**config.mk**
```make
export PLATFORM = sky130hd
export DESIGN_NAME = max7219_daisy_tx
export DESIGN_NICKNAME = d
export VERILOG_FILES = /design/src/rtl/max7219_daisy_tx.sv
export SDC_FILE = /design/constraint.sdc
export NUM_CORES = 1
export LEC_CHECK = 0
export CORE_MARGIN = 1
export CORE_UTILIZATION = 27
export CTS_CLUSTER_SIZE = 8
export DETAILED_ROUTE_END_ITERATION = 16
export HOLD_SLACK_MARGIN = 0.05
export SETUP_SLACK_MARGIN = 0.4
export SLEW_MARGIN = 40
export SYNTH_ARGS = -nofsm -noshare
export SYNTH_HDL_FRONTEND = slang
export SYNTH_SLANG_ARGS = --single-unit
```
**constraint.sdc**
```tcl
create_clock -name clk -period 1.69 [get_ports clk]
set_input_delay 0.338 -clock clk [delete_from_list [all_inputs] [get_ports clk]]
set_output_delay 0.338 -clock clk [all_outputs]
set_load 0.02 [all_outputs]
```
**src/rtl/max7219_daisy_tx.sv**
```systemverilog
// Serial transmitter for a daisy chain of MAX7219 matrix drivers (CLK/DIN/LOAD).
// Optional MAX7219_TX_BROADCAST_EN replicates one frame into every chain slot.
module max7219_daisy_tx #(
  parameter int G_NB_MATRIX = 8,
  parameter int G_CLK_DIV   = 4
) (
  input  logic                      clk,
  input  logic                      rst_n,
  input  logic                      i_start,
  input  logic [16*G_NB_MATRIX-1:0] i_data,
`ifdef MAX7219_TX_BROADCAST_EN
  input  logic                      i_broadcast,
  input  logic [15:0]               i_bcast_frame,
`endif
  output logic                      o_busy,
  output logic                      o_done,
  output logic                      o_max7219_clk,
  output logic                      o_max7219_din,
  output logic                      o_max7219_load
);

  localparam int W  = 16 * G_NB_MATRIX;
  localparam int BW = $clog2(W);
  localparam int DW = $clog2(G_CLK_DIV) + 1;

  localparam logic [BW-1:0] LAST_BIT = BW'(W - 1);
  localparam logic [DW-1:0] DIV_END  = DW'(G_CLK_DIV - 1);

  typedef enum logic [2:0] {
    IDLE,
    SHIFT_LO,
    SHIFT_HI,
    HOLD,
    LATCH
  } state_t;

  state_t          state_q, state_d;
  logic [W-1:0]    shreg_q, shreg_d;
  logic [BW-1:0]   bit_q, bit_d;
  logic [DW-1:0]   div_q, div_d;
  logic            busy_q, busy_d;
  logic            done_q, done_d;
  logic            sclk_q, sclk_d;
  logic            din_q, din_d;
  logic            load_q, load_d;
  logic [W-1:0]    load_word;
  logic            div_end;

`ifdef MAX7219_TX_BROADCAST_EN
  assign load_word = i_broadcast ? {G_NB_MATRIX{i_bcast_frame}} : i_data;
`else
  assign load_word = i_data;
`endif

  assign div_end = (div_q == DIV_END);

  always_comb begin
    state_d = state_q;
    shreg_d = shreg_q;
    bit_d   = bit_q;
    div_d   = div_q;
    busy_d  = busy_q;
    done_d  = done_q;
    sclk_d  = sclk_q;
    din_d   = din_q;
    load_d  = load_q;
    unique case (state_q)
      IDLE: begin
        done_d = 1'b0;
        if (i_start) begin
          shreg_d = load_word;
          bit_d   = '0;
          div_d   = '0;
          state_d = SHIFT_LO;
        end
      end
      SHIFT_LO: begin
        // First cycle after acceptance only raises busy and presents bit 0
        if (!busy_q) begin
          busy_d = 1'b1;
          load_d = 1'b0;
          sclk_d = 1'b0;
          din_d  = shreg_q[W-1];
        end else if (div_end) begin
          div_d   = '0;
          sclk_d  = 1'b1;
          state_d = SHIFT_HI;
        end else begin
          div_d = div_q + DW'(1);
        end
      end
      SHIFT_HI: begin
        if (div_end) begin
          div_d  = '0;
          sclk_d = 1'b0;
          if (bit_q == LAST_BIT) begin
            din_d   = 1'b0;
            state_d = HOLD;
          end else begin
            shreg_d = {shreg_q[W-2:0], 1'b0};
            bit_d   = bit_q + BW'(1);
            din_d   = shreg_q[W-2];
            state_d = SHIFT_LO;
          end
        end else begin
          div_d = div_q + DW'(1);
        end
      end
      HOLD: begin
        if (div_end) begin
          div_d   = '0;
          load_d  = 1'b1;
          done_d  = 1'b1;
          busy_d  = 1'b0;
          state_d = LATCH;
        end else begin
          div_d = div_q + DW'(1);
        end
      end
      LATCH: begin
        done_d  = 1'b0;
        state_d = IDLE;
      end
      default: begin
        state_d = IDLE;
        busy_d  = 1'b0;
        done_d  = 1'b0;
        sclk_d  = 1'b0;
        din_d   = 1'b0;
        load_d  = 1'b1;
      end
    endcase
  end

  always_ff @(posedge clk or negedge rst_n) begin
    if (!rst_n) begin
      state_q <= IDLE;
      shreg_q <= '0;
      bit_q   <= '0;
      div_q   <= '0;
      busy_q  <= 1'b0;
      done_q  <= 1'b0;
      sclk_q  <= 1'b0;
      din_q   <= 1'b0;
      load_q  <= 1'b1;
    end else begin
      state_q <= state_d;
      shreg_q <= shreg_d;
      bit_q   <= bit_d;
      div_q   <= div_d;
      busy_q  <= busy_d;
      done_q  <= done_d;
      sclk_q  <= sclk_d;
      din_q   <= din_d;
      load_q  <= load_d;
    end
  end

  assign o_busy         = busy_q;
  assign o_done         = done_q;
  assign o_max7219_clk  = sclk_q;
  assign o_max7219_din  = din_q;
  assign o_max7219_load = load_q;

endmodule

```
* Word level (Yosys, flattened, before mapping) *
Cells that the tools add are included.

storage, ports and cells
  register bits = 146
  bits in latches = 0
  bits in writable memories = 0
  memory bits (read-only) = 0
  memories = 0

cells by class
  add/subtract/negate cells = 2
  multipliers = 0
  divide/modulo/power cells = 0
  order comparisons = 0
  equality and inequality tests = 14
  shift-type cells = 0
  mux-type cells = 31
  bitwise operators = 3
  reduce and logical (&&, ||, !) cells = 15

operators by type and width
  kind                                           count
  2-to-1 mux 128 bit                             3
  one-hot mux 128 bit (2 select lines)           1
  2-to-1 mux 3 bit                               8
  2-to-1 mux 7 bit                               3
  inequality test 2 bit, second input constant   7
  one-hot mux 7 bit (2 select lines)             1
  one-hot mux 1 bit (3 select lines)             4
  one-hot mux 3 bit (4 select lines)             1
  AND reduction 3 bit                            4
  == test 3 x 2 -> 1 bit, second input constant  3
  one-hot mux 3 bit (3 select lines)             1
  adder 7 x 1 -> 7 bit, second input constant    1
  == test 7 bit, second input constant           1
  2-to-1 mux 1 bit                               7
  OR reduction 3 bit                             2
  AND reduction 5 bit                            1
  AND reduction 2 bit                            2
  AND reduction 4 bit                            1
  OR reduction 2 bit                             2
  adder 3 x 1 -> 3 bit, second input constant    1
  == test 3 x 1 -> 1 bit, second input constant  1
  == test 3 bit, second input constant           1
  zero test 3 bit                                1
  inequality test 3 bit, second input constant   1
  5 further kinds                                7

* Depth between registers and ports, before layout *
Gate-level depths: netlist (run 1).

  word-level depth = 4
  gate-level depth with buffers = 8
  gate-level depth less buffers = 5

* Worst setup path after synthesis (run 1) *
No wires, ideal clock.

  path kind = register to register
  start point = reg div_q[0]
  end point = reg bit_q[2]
  library setup time = 118 ps
  arrival = 1,601 ps
  required time = 1,572 ps
  path slack = -29 ps
  cell stages (with the launch flop) = 9
  path buffers = 3
  path through = dfrtp_1 ha_1 nor2b_1 buf_2 o211ai_2 and2_1 buf_2 buf_2 a21o_1

between the ends
  word-level cells in the longest chain between the ends = 3

ends and longest elaborated chain
  item                                    line  source
  start, declared                         40    logic [DW-1:0] div_q, div_d;
  start signal, assigned                  150   div_q <= div_d;
  == test 3 x 2 -> 1 bit                  55    assign div_end = (div_q == DIV_END);
  inequality test 2 bit (no source line)  --
  AND reduction 4 bit (no source line)    --
  end signal, assigned                    149   bit_q <= bit_d;
  end, declared                           39    logic [BW-1:0] bit_q, bit_d;

Every way passes these cells.
A chain may end at the register's enable or synchronous reset.

* Final worst setup path (run 1) *
  start point = reg state_q[0]
  end point = reg shreg_q[0]

between the ends
  word-level cells in the longest chain between the ends = 3

ends and longest elaborated chain
  item                                                                                 line  source
  start, declared                                                                      37    state_t state_q, state_d;
  start signal, assigned                                                               147   state_q <= state_d;
  == test 3 x 2 -> 1 bit / zero test 3 bit (equally long branches)                     67    unique case (state_q)
  inequality test 2 bit (no source line) / nonzero test 2 bit (equally long branches)  --
  AND reduction 4 bit (no source line)                                                 --
  end signal, assigned                                                                 148   shreg_q <= shreg_d;
  end, declared                                                                        38    logic [W-1:0] shreg_q, shreg_d;

Parallel ways exist; a longest one is shown, timed or not.

==> results.yml, run 1 <==
outcome:
  outcome: "finished, final reports clean"
cells_and_area:
  antenna_cells: 0
  drive_above_1_share_pct: 22.24
  fillCellCount: 2382
  layout_commonest_cell: "dfrtp_1"
  stdcell_area_mm2: 0.01065
  areaGrowthSynthToFinish_pct: 52.26
  final_cell_mix: "dfrtp_1, clkdlybuf4s50_1, nand3_1, mux2i_1, o21ai_1"
  layout.nets: 988
route:
  drc: 0
  antenna_left: 0
  dr.max_layer_used: "met5"
  vias: 5913
  avgViaCountPerCell: 4.936
  wirelength_um: 20610
  drtIter0Drc: 347
  met3_wirelength_um: 955
  wl_per_cell_um: 17.20
  dr_wl_met2_um: 9750
  m1WireLength_um: 9672
  first_pass_iters: 5
critical_path:
  reg2reg_slack_ps: 20
  worstPathMaxFanout: 19
  crit_arrival_ps: 1990
  reg2reg_to: "shreg_q[0]$_DFFE_PN0P_"
  cp-end-kind: "register"
  worst_setup_path_start_kind: "register"
  reg2reg_depth: 7
  worstPathRequired_ps: 2010
  rr_startpoint: "state_q[0]$_DFFE_PN0P_"
  crit_type: "register to register"
synth:
  yosysUniqueCellTypes: 43
  synth.ff_latch_count: 146
  yosysWarnings: 0
  avgSynthCellArea_um2: 10.47
  syn_inst: 668
  synth_ff_type: "dfrtp_1"
  synth-async-reset-ratio_pct: 100.0
  synth_edf_count: 0
  synth-seq-area-share_pct: 52.24
  synth_area_mm2: 0.006995
  syn_nets: 801
grt:
  gr-usage-all-layers_pct: 14.77
  overflow: 0
  antenna_found_initial: 2
  grt_max_degree: 43
  grt_pass1_wl_um: 30530
  first_global_vias: 5771
pwr:
  leakage_nw: 4.378
  vdd_ir_drop_max_mv: 0.7234
  powerDensity_mw_per_mm2: 1518
  power_mw: 16.17
placed_design:
  post_dp_cell_area_mm2: 0.009123
  hpwl_um: 12510
  place_congestion: 0.7477
  io_buffers: 135
sta:
  hold_viol: 0
  relSlewSlack_pct: 72.22
  worstMarginPinSlew_ps: 416.8
  clock-skew-final_ps: 11.55
  tns_ps: 0
  rsz0062_at_grt: "true"
  maxSlewViolCount: 0
  min_period_ps: 1674
  fmax_mhz: 597.5
  period_share_pct: 99.04
  setup_viol: 0
hold_path:
  hp-class: "input pin to async pin"
clocking:
  clkLatencyLatePin_ps: 430
  clock_sinks: 146
  cts_max_level: 4
  clockBufferDepth: 2
  cts_tree: "built"
  cts_buffers: 17
  clk_pin_slew_worst_paths_ps: 60
  root_buffer: "clkbuf_16"
floorplan:
  coreArea_mm2: 0.02533
  num_rows: 58
  dieArea_mm2: 0.02656
  ios: 136
  dieWidth_um: 163.0
  start_util_pct: 27.62
  die_y_um: 163.0
job:
  drv_cap: 0
## where the power goes
part	total, mW	switching [mW]	internal (mW)
combinational	6.43	3.00	3.42
clock	3.60	1.53	2.06
sequential	6.15	0.986	5.16
total	16.2	5.52	10.6
## synthesized netlist by cell type, drive strengths merged (2+ instances only)
cell type	number	area (µm²)
nor2b	2	12.51
nor2	6	25.03
nand3	134	670.6
a211oi	3	22.52
nor3b	3	27.52
ha	2	25.02
inv	3	11.26
a21oi	6	30.03
mux2i	129	1291
o21ai	135	675.7
and2	2	12.51
clkbuf	30	123.9
buf	31	166.4
o31ai	2	15.01
a31oi	2	12.51
a21o	2	15.01
dfrtp	145	3628
nand2	8	30.03
nor3	2	10.01
nand3b	4	30.03
## final cells by class
type	count	area, µm²	share of cell area (%)
Sequential cell	146	3655	34.31
Multi-Input combinational cell	459	3353	31.48
Timing Repair Buffer	228	2664	25.01
Clock buffer	20	446.7	4.194
Tap cell	330	412.9	3.876
Clock inverter	12	108.9	1.022
Inverter	3	11.26	0.1057
## metrics by stage
step	worst slack [ps]	hold WS (ps)	util [%]	instances
4_1_cts	64.63	399.7	39.37	1175
3_3_place_gp	-65.97	284.7	36.02	1126
6_report	16.31	403.2	42.06	1198
3_5_place_dp	-83.79	280.2	36.02	1126
5_1_grt	-31.42	416.8	42.06	1198
2_1_floorplan	121.7	42.41	-	668
## sequential cells by signal, indices dropped and copies added, names as in the netlist
name	count
o_max7219_load	1
o_max7219_din	1
state_q	3
bit_q	7
div_q	3
shreg_q	128
o_done	1
o_busy	1
o_max7219_clk	1
## cell families (layout without fill, tap and decap cells)
| group | after synthesis | in the layout | synth area share [%] |
|---|---|---|---|
| mux | 130 | 130 | 18.62 |
| simple gates | 167 | 168 | 12.27 |
| compound gates | 159 | 159 | 12.20 |
| fa+ha+maj | 2 | 2 | 0.3577 |
| buf+inv | 64 | 263 | 4.310 |
| flops | 146 | 146 | 52.24 |
## worst max-delay path, stage by stage (launching register included)
cell and delay, ps:
dfrtp_1 420, nor3b_4 240, buf_12 160, o211ai_4 100, buf_4 150, and2_4 170
buf_12 150, a21o_1 160
## worst max-delay path by stage
stage | end | startpoint
floorplan | bit_q[2]$_DFFE_PN0P_ | div_q[0]$_DFFE_PN0P_
global placement | shreg_q[111]$_DFFE_PN0P_ | state_q[2]$_DFFE_PN0P_
detailed placement | shreg_q[36]$_DFFE_PN0P_ | i_start
CTS | shreg_q[91]$_DFFE_PN0P_ | bit_q[0]$_DFFE_PN0P_
global route | shreg_q[56]$_DFFE_PN0P_ | bit_q[0]$_DFFE_PN0P_
finish | shreg_q[0]$_DFFE_PN0P_ | state_q[0]$_DFFE_PN0P_
## metal layers
| metal | vias to the layer above | GRT usage, % |
|---|---|---|
| met5 | - | 0 |
| met4 | 2 | 4.121 |
| met3 | 18 | 3.667 |
| met2 | 125 | 23.37 |
| met1 | 2951 | 19.94 |
| li1 | 2817 | - |
## repair_timing
item | in CTS | in global routing
pin swaps | 1 | 20
hold buffers | 1 | 0
setup endpoints to repair | 148 | 149
cloned | 4 | 8
resized for setup | 50 | 89
endpoints found under the hold margin | 28 | 0
buffers inserted | 12 | 15
Power figures use the tool's default switching activity.
==> run 2: changes to the inputs <==
--- a/config.mk
+++ b/config.mk
@@ -9,6 +9,7 @@
 export CORE_UTILIZATION = 27
 export CTS_CLUSTER_SIZE = 8
 export DETAILED_ROUTE_END_ITERATION = 16
+export GPL_TIMING_DRIVEN = 1
 export HOLD_SLACK_MARGIN = 0.05
 export SETUP_SLACK_MARGIN = 0.4
 export SLEW_MARGIN = 40
==> results of run 2 <==
The final DEF is identical to that of run 1; final timing and power are the same.
==> run 3: changes to the inputs <==
--- a/config.mk
+++ b/config.mk
@@ -5,12 +5,14 @@
 export SDC_FILE = /design/constraint.sdc
 export NUM_CORES = 1
 export LEC_CHECK = 0
+export CORE_ASPECT_RATIO = 0.6
 export CORE_MARGIN = 1
 export CORE_UTILIZATION = 27
 export CTS_CLUSTER_SIZE = 8
 export DETAILED_ROUTE_END_ITERATION = 16
 export GPL_TIMING_DRIVEN = 1
 export HOLD_SLACK_MARGIN = 0.05
+export PLACE_DENSITY = 0.58
 export SETUP_SLACK_MARGIN = 0.4
 export SLEW_MARGIN = 40
 export SYNTH_ARGS = -nofsm -noshare
==> run 3 against run 2 <==
  * Sequential cell count stayed put
  * Sequential share of layout area shrank 0.49 points
  * Clock-buffer cell count shrank 1
  * Register-to-register slack is essentially flat
  * Total power rose by 4.4%
  * Critical path depth increased by 2
  * Sequential power hardly changed
  * Wire length rose by 2.7%
  * Global-route usage up 1.0 points
  * Largest cell class unchanged
  * Largest power group unchanged
==> results.yml, run 3 (same netlist as run 1, synthesis figures left out) <==
cells_and_area:
  layout.nets: 1001
  post-route-util_pct: 42.65
  drive_above_1_share_pct: 24.80
  top_register: "shreg_q"
  final_cells: 1208
  final_cell_mix: "dfrtp_1, nand3_1, clkdlybuf4s50_1, mux2i_1, o21ai_1"
  antenna_cells: 0
  ff_latch_area_mm2: 0.003655
  layout_commonest_cell: "dfrtp_1"
  largest_reg_flops: 128
  fillCellCount: 2436
  areaGrowthSynthToFinish_pct: 54.46
  top_regs: "shreg_q x128, bit_q x7"
  multiInputGateArea_mm2: 0.003391
critical_path:
  crit_type: "register to register"
  crit_arrival_ps: 1980
  reg2reg_depth: 9
  worst-path-stages: 9
  worstPathRequired_ps: 1990
  crit_path_end: "bit_q[5]$_DFFE_PN0P_"
  worst_setup_path_start_kind: "register"
  crit_family: "buffers and inverters"
  cp-end-kind: "register"
  path_cells: "ha_2 > nor2b_4 > buf_6 > buf_4 > buf_6 > buf_8 > o211a_1 > a41oi_2 > a31oi_1"
  cp_common_cell: "buf_6"
  worst_path_max_delay_cell: "dfrtp_1"
  cp.buffers_inverters: 4
  reg2reg_to: "bit_q[5]$_DFFE_PN0P_"
  worstSetupStartpoint: "div_q[0]$_DFFE_PN0P_"
  worstPathMaxFanout: 8
  reg2reg_slack_ps: 10
  rr_startpoint: "div_q[0]$_DFFE_PN0P_"
  cpPeakStageDelay_ps: 390
floorplan:
  num_rows: 45
  die_y_um: 126.7
  ios: 136
  start_util_pct: 27.61
  coreArea_mm2: 0.02534
  dieWidth_um: 209.8
  dieArea_mm2: 0.02658
hold_path:
  hp-class: "input pin to async pin"
pwr:
  leakage_nw: 4.486
  vdd_ir_drop_max_mv: 0.6853
  powerDensity_mw_per_mm2: 1562
  power_mw: 16.88
route:
  antenna_left: 0
  wirelength_um: 21160
  wl_per_cell_um: 17.52
  drc: 0
  vias: 5880
  drtIter0Drc: 333
  first_pass_iters: 6
  avgViaCountPerCell: 4.868
sta:
  hold_viol: 0
  setup_viol: 0
  period_share_pct: 99.29
  fmax_mhz: 595.9
  clock-skew-final_ps: 8.595
  min_period_ps: 1678
  rsz0062_at_grt: "true"
  maxSlewViolCount: 0
  worstMarginPinSlew_ps: 396.1
  post-route-worst-setup-slack_ps: 11.94
  tns_ps: 0
  relSlewSlack_pct: 73.60
clocking:
  clock_sinks: 146
  cts_max_level: 4
  root_buffer: "clkbuf_16"
  cts_tree: "built"
  clockBufferDepth: 2
  clkLatencyLatePin_ps: 420
  cts_buffers: 17
  clk_pin_slew_worst_paths_ps: 60
placed_design:
  io_buffers: 135
  place_congestion: 0.7746
  placed_cells: 1135
  pre_cts_slack_ps: -93.07
  hpwl_um: 12790
job:
  drv_cap: 0
grt:
  first_global_vias: 5709
  overflow: 0
  grt_max_degree: 52
  gr-usage-all-layers_pct: 15.79
  antenna_found_initial: 5
  grt_pass1_wl_um: 32330
outcome:
  outcome: "finished, final reports clean"
run 3: cell types whose count changed in the layout (fill, tap and decap cells not counted), moves of 4 or more:
| cell | delta |
|---|---|
| buf_12 | -7 |
| buf_4 | +10 |
| buf_6 | +9 |
| clkinvlp_4 | -4 |
| mux2i_1 | -9 |
| mux2i_2 | +9 |
| nand3_1 | +4 |
| nand3_2 | -4 |
run 3: worst min-delay path by stage:
stage | endpoint | cells after the start
after global placement | shreg_q[111]$_DFFE_PN0P_ | 1
after floorplan | bit_q[0]$_DFFE_PN0P_ | 0
final | shreg_q[109]$_DFFE_PN0P_ | 2
after global routing | shreg_q[111]$_DFFE_PN0P_ | 2
after CTS | shreg_q[109]$_DFFE_PN0P_ | 2
after detailed placement | shreg_q[111]$_DFFE_PN0P_ | 1
run 3: metrics by stage:
| step | instance area, µm² | hold slack (ps) |
|---|---|---|
| finish | 10810 | 384.0 |
| CTS | 10330 | 384.3 |
| detailed placement | 9171 | 280.5 |
| floorplan | 7166 | 42.41 |
| global route | 10810 | 398.6 |
| global placement | 9171 | 276.7 |
run 3: final cells by class:
cell class,count,area share [%]
Inverter,3,0.1042
Multi-Input combinational cell,459,31.38
Clock inverter,11,1.494
Sequential cell,146,33.82
Tap cell,329,3.810
Timing Repair Buffer,241,25.20
Clock buffer,19,4.192
run 3: power by group:
part	switching (mW)	internal, mW
clock	1.52	2.52
combinational	3.10	3.60
sequential	0.974	5.16
total	5.60	11.3
run 3: routing by layer:
metal / share of wire [%] / vias to the layer above / track usage (%)
met5: 0.19 / - / 0
met4: 0.73 / 6 / 3.950
met3: 5.5 / 15 / 5.249
met2: 41 / 106 / 21.32
met1: 53 / 2898 / 23.73
li1: - / 2855 / -
run 3: what timing repair did:
action | in CTS | in global routing
pin swaps | 11 | 12
hold buffers | 1 | 0
gates cloned | 6 | 7
endpoints found under the hold margin | 28 | 0
setup endpoints to repair | 150 | 151
buffers inserted | 19 | 10
gates resized for setup | 92 | 63
